$ cat src/rtl/mem_to_uart.sv
// Reads NUM_WORDS bytes from a matrix memory and sends each as a UART frame on tx_data.
// Define MEM_TO_UART_PARITY_EN to insert an even-parity bit before the stop bit.
module mem_to_uart #(
    parameter int CLK_DIV   = 5208,
    parameter int NUM_WORDS = 4,
    parameter int ADDR_W    = 6
) (
    input  logic              clk,
    input  logic              rst,
    input  logic              start,
    input  logic [7:0]        data,
    output logic              read,
    output logic [ADDR_W-1:0] read_address,
    output logic              tx_data,
    output logic              busy,
    output logic              done
);

`ifdef MEM_TO_UART_PARITY_EN
    localparam int FRAME_BITS = 11;
`else
    localparam int FRAME_BITS = 10;
`endif
    localparam int BAUD_W = $clog2(CLK_DIV);

    // Handshake: read is a one-cycle request; the memory presents data on the following cycle.
    typedef enum logic [2:0] {
        S_IDLE,
        S_FETCH,
        S_LATCH,
        S_SEND,
        S_NEXT,
        S_DONE
    } state_t;

    state_t              state_q, state_d;
    logic [ADDR_W-1:0]   index_q, index_d;
    logic [3:0]          bit_q, bit_d;
    logic [BAUD_W-1:0]   baud_q, baud_d;
    logic [7:0]          shift_q, shift_d;
    logic                tx_q, tx_d;
`ifdef MEM_TO_UART_PARITY_EN
    logic                parity_q, parity_d;
`endif

    always_comb begin
        state_d = state_q;
        index_d = index_q;
        bit_d   = bit_q;
        baud_d  = baud_q;
        shift_d = shift_q;
        tx_d    = 1'b1;
`ifdef MEM_TO_UART_PARITY_EN
        parity_d = parity_q;
`endif
        read    = 1'b0;
        busy    = 1'b0;
        done    = 1'b0;
        case (state_q)
            S_IDLE: begin
                if (start) begin
                    index_d = '0;
                    state_d = S_FETCH;
                end
            end
            S_FETCH: begin
                read    = 1'b1;
                busy    = 1'b1;
                state_d = S_LATCH;
            end
            S_LATCH: begin
                busy    = 1'b1;
                shift_d = data;
                bit_d   = '0;
                baud_d  = '0;
`ifdef MEM_TO_UART_PARITY_EN
                parity_d = ^data;
`endif
                state_d = S_SEND;
            end
            S_SEND: begin
                busy = 1'b1;
                // tx is registered, so the line lags the bit counter by one cycle.
                if (bit_q == 4'd0)
                    tx_d = 1'b0;
                else if (bit_q <= 4'd8)
                    tx_d = shift_q[0];
`ifdef MEM_TO_UART_PARITY_EN
                else if (bit_q == 4'd9)
                    tx_d = parity_q;
`endif
                else
                    tx_d = 1'b1;
                if (baud_q == BAUD_W'(CLK_DIV - 1)) begin
                    baud_d = '0;
                    if (bit_q >= 4'd1 && bit_q <= 4'd8)
                        shift_d = {1'b0, shift_q[7:1]};
                    if (bit_q == 4'(FRAME_BITS - 1))
                        state_d = S_NEXT;
                    else
                        bit_d = bit_q + 4'd1;
                end else begin
                    baud_d = baud_q + BAUD_W'(1);
                end
            end
            S_NEXT: begin
                busy = 1'b1;
                if (index_q == ADDR_W'(NUM_WORDS - 1)) begin
                    state_d = S_DONE;
                end else begin
                    index_d = index_q + ADDR_W'(1);
                    state_d = S_FETCH;
                end
            end
            S_DONE: begin
                done    = 1'b1;
                state_d = S_IDLE;
            end
            default: state_d = S_IDLE;
        endcase
    end

    always_ff @(posedge clk) begin
        if (rst) begin
            state_q  <= S_IDLE;
            index_q  <= '0;
            bit_q    <= '0;
            baud_q   <= '0;
            shift_q  <= '0;
            tx_q     <= 1'b1;
`ifdef MEM_TO_UART_PARITY_EN
            parity_q <= 1'b0;
`endif
        end else begin
            state_q  <= state_d;
            index_q  <= index_d;
            bit_q    <= bit_d;
            baud_q   <= baud_d;
            shift_q  <= shift_d;
            tx_q     <= tx_d;
`ifdef MEM_TO_UART_PARITY_EN
            parity_q <= parity_d;
`endif
        end
    end

    assign read_address = index_q;
    assign tx_data      = tx_q;

endmodule
$ cat config.mk
export PLATFORM = sky130hd
export DESIGN_NAME = mem_to_uart
export DESIGN_NICKNAME = d
export VERILOG_FILES = /design/src/rtl/mem_to_uart.sv
export SDC_FILE = /design/constraint.sdc
export NUM_CORES = 1
export LEC_CHECK = 0
export CORE_ASPECT_RATIO = 1.5
export CORE_MARGIN = 8
export CORE_UTILIZATION = 40
export CTS_CLUSTER_SIZE = 28
export DETAILED_ROUTE_END_ITERATION = 8
export PLACE_DENSITY_LB_ADDON = 0.2
export SYNTH_ARGS = -nofsm -noshare
export SYNTH_HDL_FRONTEND = slang
export SYNTH_SLANG_ARGS = --single-unit
$ cat constraint.sdc
create_clock -name clk -period 2 [get_ports clk]
set_input_delay 0.4 -clock clk [delete_from_list [all_inputs] [get_ports clk]]
set_output_delay 0.4 -clock clk [all_outputs]
set_load 0.02 [all_outputs]
; Word-level counts from Yosys, hierarchy flattened
; Index checks and enable logic that the tools add are counted.
[totals]
wordCells = 58
output_inout_bits = 10
ff_bits = 35
input_bits = 11
[op_classes]
eq_ne = 14
bitwise_logic = 1
magnitude_cmp = 2
add_sub_neg = 3
mux = 21
reduce_logical = 11
[op_table]
columns = operator, count
row1 = $pmux W13 S2, 1
row2 = $mux W8, 2
row3 = $pmux W8 S2, 1
row4 = $pmux W3 S5, 1
row5 = $add A13 B1 Y13 const B, 1
row6 = $eq A13 B13 Y1 const B, 1
row7 = $mux W13, 1
row8 = $mux W3, 4
row9 = $mux W6, 2
row10 = $ne A2 B2 Y1 const B, 6
row11 = $pmux W6 S2, 1
row12 = $reduce_and A3 Y1, 4
row13 = $mux W4, 2
row14 = $pmux W4 S2, 1
row15 = $add A6 B1 Y6 const B, 1
row16 = $eq A3 B2 Y1 const B, 2
row17 = $eq A3 B3 Y1 const B, 2
row18 = $eq A6 B2 Y1 const B, 1
row19 = $mux W1, 5
row20 = $add A4 B1 Y4 const B, 1
row21 = $eq A4 B4 Y1 const B, 1
row22 = $ge A4 B1 Y1 const B, 1
row23 = $le A4 B4 Y1 const B, 1
row24 = $logic_not A4 Y1, 1
row25 = other kinds (7), 8

; Depth between registers and ports, before layout
[logic_depth]
word_depth = 5
ltp_mapped = 6
depth_no_buf = 6

; Worst setup path after synthesis
; OpenSTA, ideal clock, no wires.
[synth_path]
path_type = register to register
start = register bit_q[0]
end = register shift_q[7]
arrival_time_ns = 1.747
path_slack_ns = 0.127
t_required_ns = 1.874
stages_incl_launch_ff = 7
synth_period_minus_slack_ns = 1.873
cell_sequence = dfxtp_1 inv_1 ha_1 nor4b_1 a211oi_1 a21o_1 o21ai_0
[synth_via]
elab_chain_len = 4
word_cells_on_any_way = 5
cone_classes = 2 x order compare / 1 x eq/ne / 2 x reduce/logical
[synth_lines]
columns = item, line
row1 = "start, declared", 38  ; logic [3:0] bit_q, bit_d;
row2 = "start signal, assigned", 137  ; bit_q <= bit_d;
row3 = $ge A4 B1 Y1 or $le A4 B4 Y1 (tied branches), 96  ; if (bit_q >= 4'd1 && bit_q <= 4'd8)
row4 = $logic_and A1 B1 Y1 (*), 96
row5 = $ne A2 B2 Y1 (no line) (*), n/a
row6 = $reduce_and A3 Y1 (no line) (*), n/a
row7 = "end signal, assigned", 139  ; shift_q <= shift_d;
row8 = "end, declared", 40  ; logic [7:0] shift_q, shift_d;
; Mark *: on every way between the ends. The rest lies on a longest branch, timed or not.
; A chain may end at the register's enable or synchronous reset.

; Worst setup path after layout
[layout_path]
start = register baud_q[8]
end = register baud_q[9]
[layout_via]
elab_chain_len = 3
word_cells_on_any_way = 4
cone_classes = 1 x add/sub / 1 x eq/ne / 2 x mux
[layout_lines]
columns = item, line
row1 = "start, declared", 39  ; logic [BAUD_W-1:0] baud_q, baud_d;
row2 = "start signal, assigned", 138  ; baud_q <= baud_d;
row3 = $add A13 B1 Y13 or $eq A13 B13 Y1 (tied branches), "103, 94"
row4 = $mux W13 (*), 94  ; if (baud_q == BAUD_W'(CLK_DIV - 1)) begin
row5 = $pmux W13 S2 (*), 59  ; case (state_q)
; Marks and branches as above.

==> summary.txt <==
Status
  • Status: finished, final reports clean

Synthesis
  • Synth Register Bits: 35
  • Top post-synthesis cells by count: 35 x dfxtp_1, 18 x a211oi_1, 12 x nand2_1, 12 x nor2_1, 10 x nor3_1
  • Ranking of synthesized cells by area: dfxtp_1 36%, a211oi_1 7.0%, mux2i_1 4.1%
  • Mapped Area: 1930 µm²
  • Mean post-synth cell area: 8.91 µm²
  • Library cells used by synthesis: between 50 and 60
  • Post-Synthesis Cells: around 220
  • Async SR Flop Fraction: 0%
  • Post-synth top area share: between 30% and 40%
  • Sequential fraction of the synthesis area: a little over a third
  • Ys Warns: 0
  • Largest area contributor in the netlist: dfxtp_1
  • Post-synth EDFFs: 0
  • Synth Flop Type: dfxtp_1
  • Syn_nets: about 230
  • Count leader, synth: dfxtp_1

Place
  • HPWL Detailed: 3520 µm
  • Placed Cells: ~320
  • Pre-CTS setup slack: ~0.0090 ns
  • Buffers on Ports: 20
  • Placer congestion estimate: slightly above 0.8

GRT
  • GRT Residual Overflow: 0
  • Global-route wire length before repair: between 8000 and 9000 µm
  • Largest net degree at the start of global routing: 15
  • Vias in the first global route: between 1500 and 2000
  • Total GRT Usage: 13.5%
  • Initial antenna violation count: 0

Critical path
  • CP startpoint kind: flop
  • Worst Path Max Fanout: 12
  • Kind of critical path: reg2reg
  • Worst setup EP type: flop
  • Arr. time, crit path: between 2 and 2.5 ns
  • Required @ worst endpoint: around 2.2 ns

Routing
  • DRC violations left: 0
  • WL met2: roughly 2400 µm
  • Metal1 wirelength: just over 2000 µm
  • Via density: ~5.4
  • Drt first pass iters: 4
  • Metal3 WL: 132 µm
  • Highest metal used: met4
  • Final ANT Viol Nets: 0
  • Vias: between 1500 and 2000
  • Avg WL per Cell: between 10 and 15 µm
  • Starting DRT DRC Count: 73
  • DRT Wirelength: around 4600 µm

STA
  • Max-slew violations: 0
  • Hold Vio Cnt, Final: 0
  • Worst Tran Pin Value: around 0.43 ns
  • Setup TNS: 0 ns
  • Final setup fails: 0
  • Worst slew margin: 71.5%
  • Max Clk Rate: 538 MHz
  • Setup ws final: around 0.14 ns
  • Final period utilization: 93.0%
  • RSZ-0062 raised after global routing: no
  • Setup Skew: 0.00470 ns
  • Final Critical Period: ~1.9 ns

Power
  • Sw Pwr: around 0.42 mW
  • Seq pwr share: 49.6%
  • Pwr dens: roughly 620 nW/µm²
  • Maximum vdd drop: about 0.00032 V
  • Pleak: about 0.86 nW
  • Clock power share: approximately a third
  • Switching portion of total power: between 20 and 30%
  • Pint: 1.10 mW
  • Gate power share: around 17%

Clock tree
  • Clk_lat worst skew: between 0.2 and 0.3 ns
  • Setup Fix Bufs, Post-CTS: 0
  • Max Buffers Root-to-Sink: 2
  • H-tree depth: 2
  • CTS clock-pin slew for the worst setup and hold paths: 0.07 ns
  • CTS root buf: clkbuf_8
  • CTS buffer count: 5
  • Quantity of gates resized following cts: 5
  • TritonCTS clock tree: built
  • Hold buffers post-CTS: 0
  • TritonCTS Sinks: 35

Finish
  • Total Nets Final: approximately 280
  • Area grow syn2layout: 26.8%
  • N_diodes: 0
  • Non-Filler Instances: 326
  • Layout cells sized above 1: between 15 and 20%

Floorplan
  • Die area: roughly 7400 µm²
  • Die span in x: ~73 µm
  • Core area: around 4700 µm²
  • # rows: 31
  • Die height: 101 µm
  • # IOs: 21
  • Initial Util: about 41%

Min path
  • Worst Hold Class: reg2reg

Job
  • Max_cap viols: 0
[power groups by stage]
stage / Combinational [mW] / Clock, mW / Sequential (mW)
global placement: 0.266 / 0 / 0.768
detailed placement: 0.269 / 0 / 0.769
CTS: 0.266 / 0.513 / 0.754
floorplan: 0.163 / 0 / 0.768
global route: 0.292 / 0.541 / 0.759
finish: 0.265 / 0.502 / 0.755
[cell families (layout without fill, tap and decap cells)]
kind of cell	Yosys count	after routing	synth area share [%]
flip-flops	35	35	36.2
adder cells (fa/ha/maj)	7	7	4.40
buffers and inverters	17	60	3.88
AND/OR/NAND/NOR	86	86	26.2
AO/OA/AOI/OAI	55	55	20.8
multiplexers	10	10	5.31
XOR/XNOR	7	7	3.17
[sequential cells by signal, indices dropped and copies added (netlist names)]
signal / count
bit_q: 4
state_q: 3
read_address: 6
shift_q: 8
tx_data: 1
baud_q: 13
[path summary, 6_finish.rpt]
kind	startpoint	end	slack, ns	cells past startpoint
setup / recovery	baud_q[8]	baud_q[9]	0.14	5
hold reg to reg	shift_q[7]	shift_q[7]	0.49	2
setup reg to reg	baud_q[8]	baud_q[9]	0.14	5
hold / removal	shift_q[7]	shift_q[7]	0.49	2
[final cells by class]
type | count | area [µm²]
Fill cell | 490 | 2280
Clock inverter | 1 | 5.00
Inverter | 6 | 22.5
Sequential cell | 35 | 702
Tap cell | 66 | 82.6
Clock buffer | 7 | 76.3
Timing Repair Buffer | 46 | 392
Multi-Input combinational cell | 165 | 1170
[layer usage]
metal,up-vias,GRT usage [%]
li1,911,-
met4,0,5.57
met3,5,2.97
met2,24,24.1
met1,814,14.8
met5,-,0
[layout by cell type, fill, tap and decap left out, types with 3 or more instances in the layout]
cell	netlist	final
o21ai_0	7	7
nor4_1	5	5
dfxtp_1	35	34
nand2b_1	4	4
nand2_1	12	12
dlygate4sd2_1	0	3
a21oi_1	7	7
nor2_1	12	11
a22o_1	4	4
nor4b_1	4	3
nor3_1	10	10
xnor2_1	5	5
nand4_1	4	4
nand3_1	9	9
a211oi_1	18	17
clkdlybuf4s50_1	0	17
mux2i_1	8	8
clkbuf_8	0	5
or3_1	4	4
a21o_1	3	3
ha_1	6	6
inv_1	6	6
nor2b_1	3	3
buf_4	1	26
nor3b_1	5	5
[critical path: stages, from the launching register on]
cell and delay, ns:
dfxtp_1 0.37, or4b_1 0.56, o31ai_2 0.26, buf_4 0.23
nor4b_1 0.07, a221o_1 0.26
[stage by stage]
step / power [mW] / instance area [µm²] / utilization, % / hold slack (ns)
finish: 1.52 / 2450 / 51.8 / 0.491
CTS: 1.53 / 2440 / 51.6 / 0.492
detailed placement: 1.04 / 2360 / 49.8 / 0.481
global placement: 1.03 / 2360 / 49.8 / 0.470
global route: 1.59 / 2450 / 51.8 / 0.522
floorplan: 0.931 / 1930 / - / 0.449
Power figures use the tool's default switching activity.
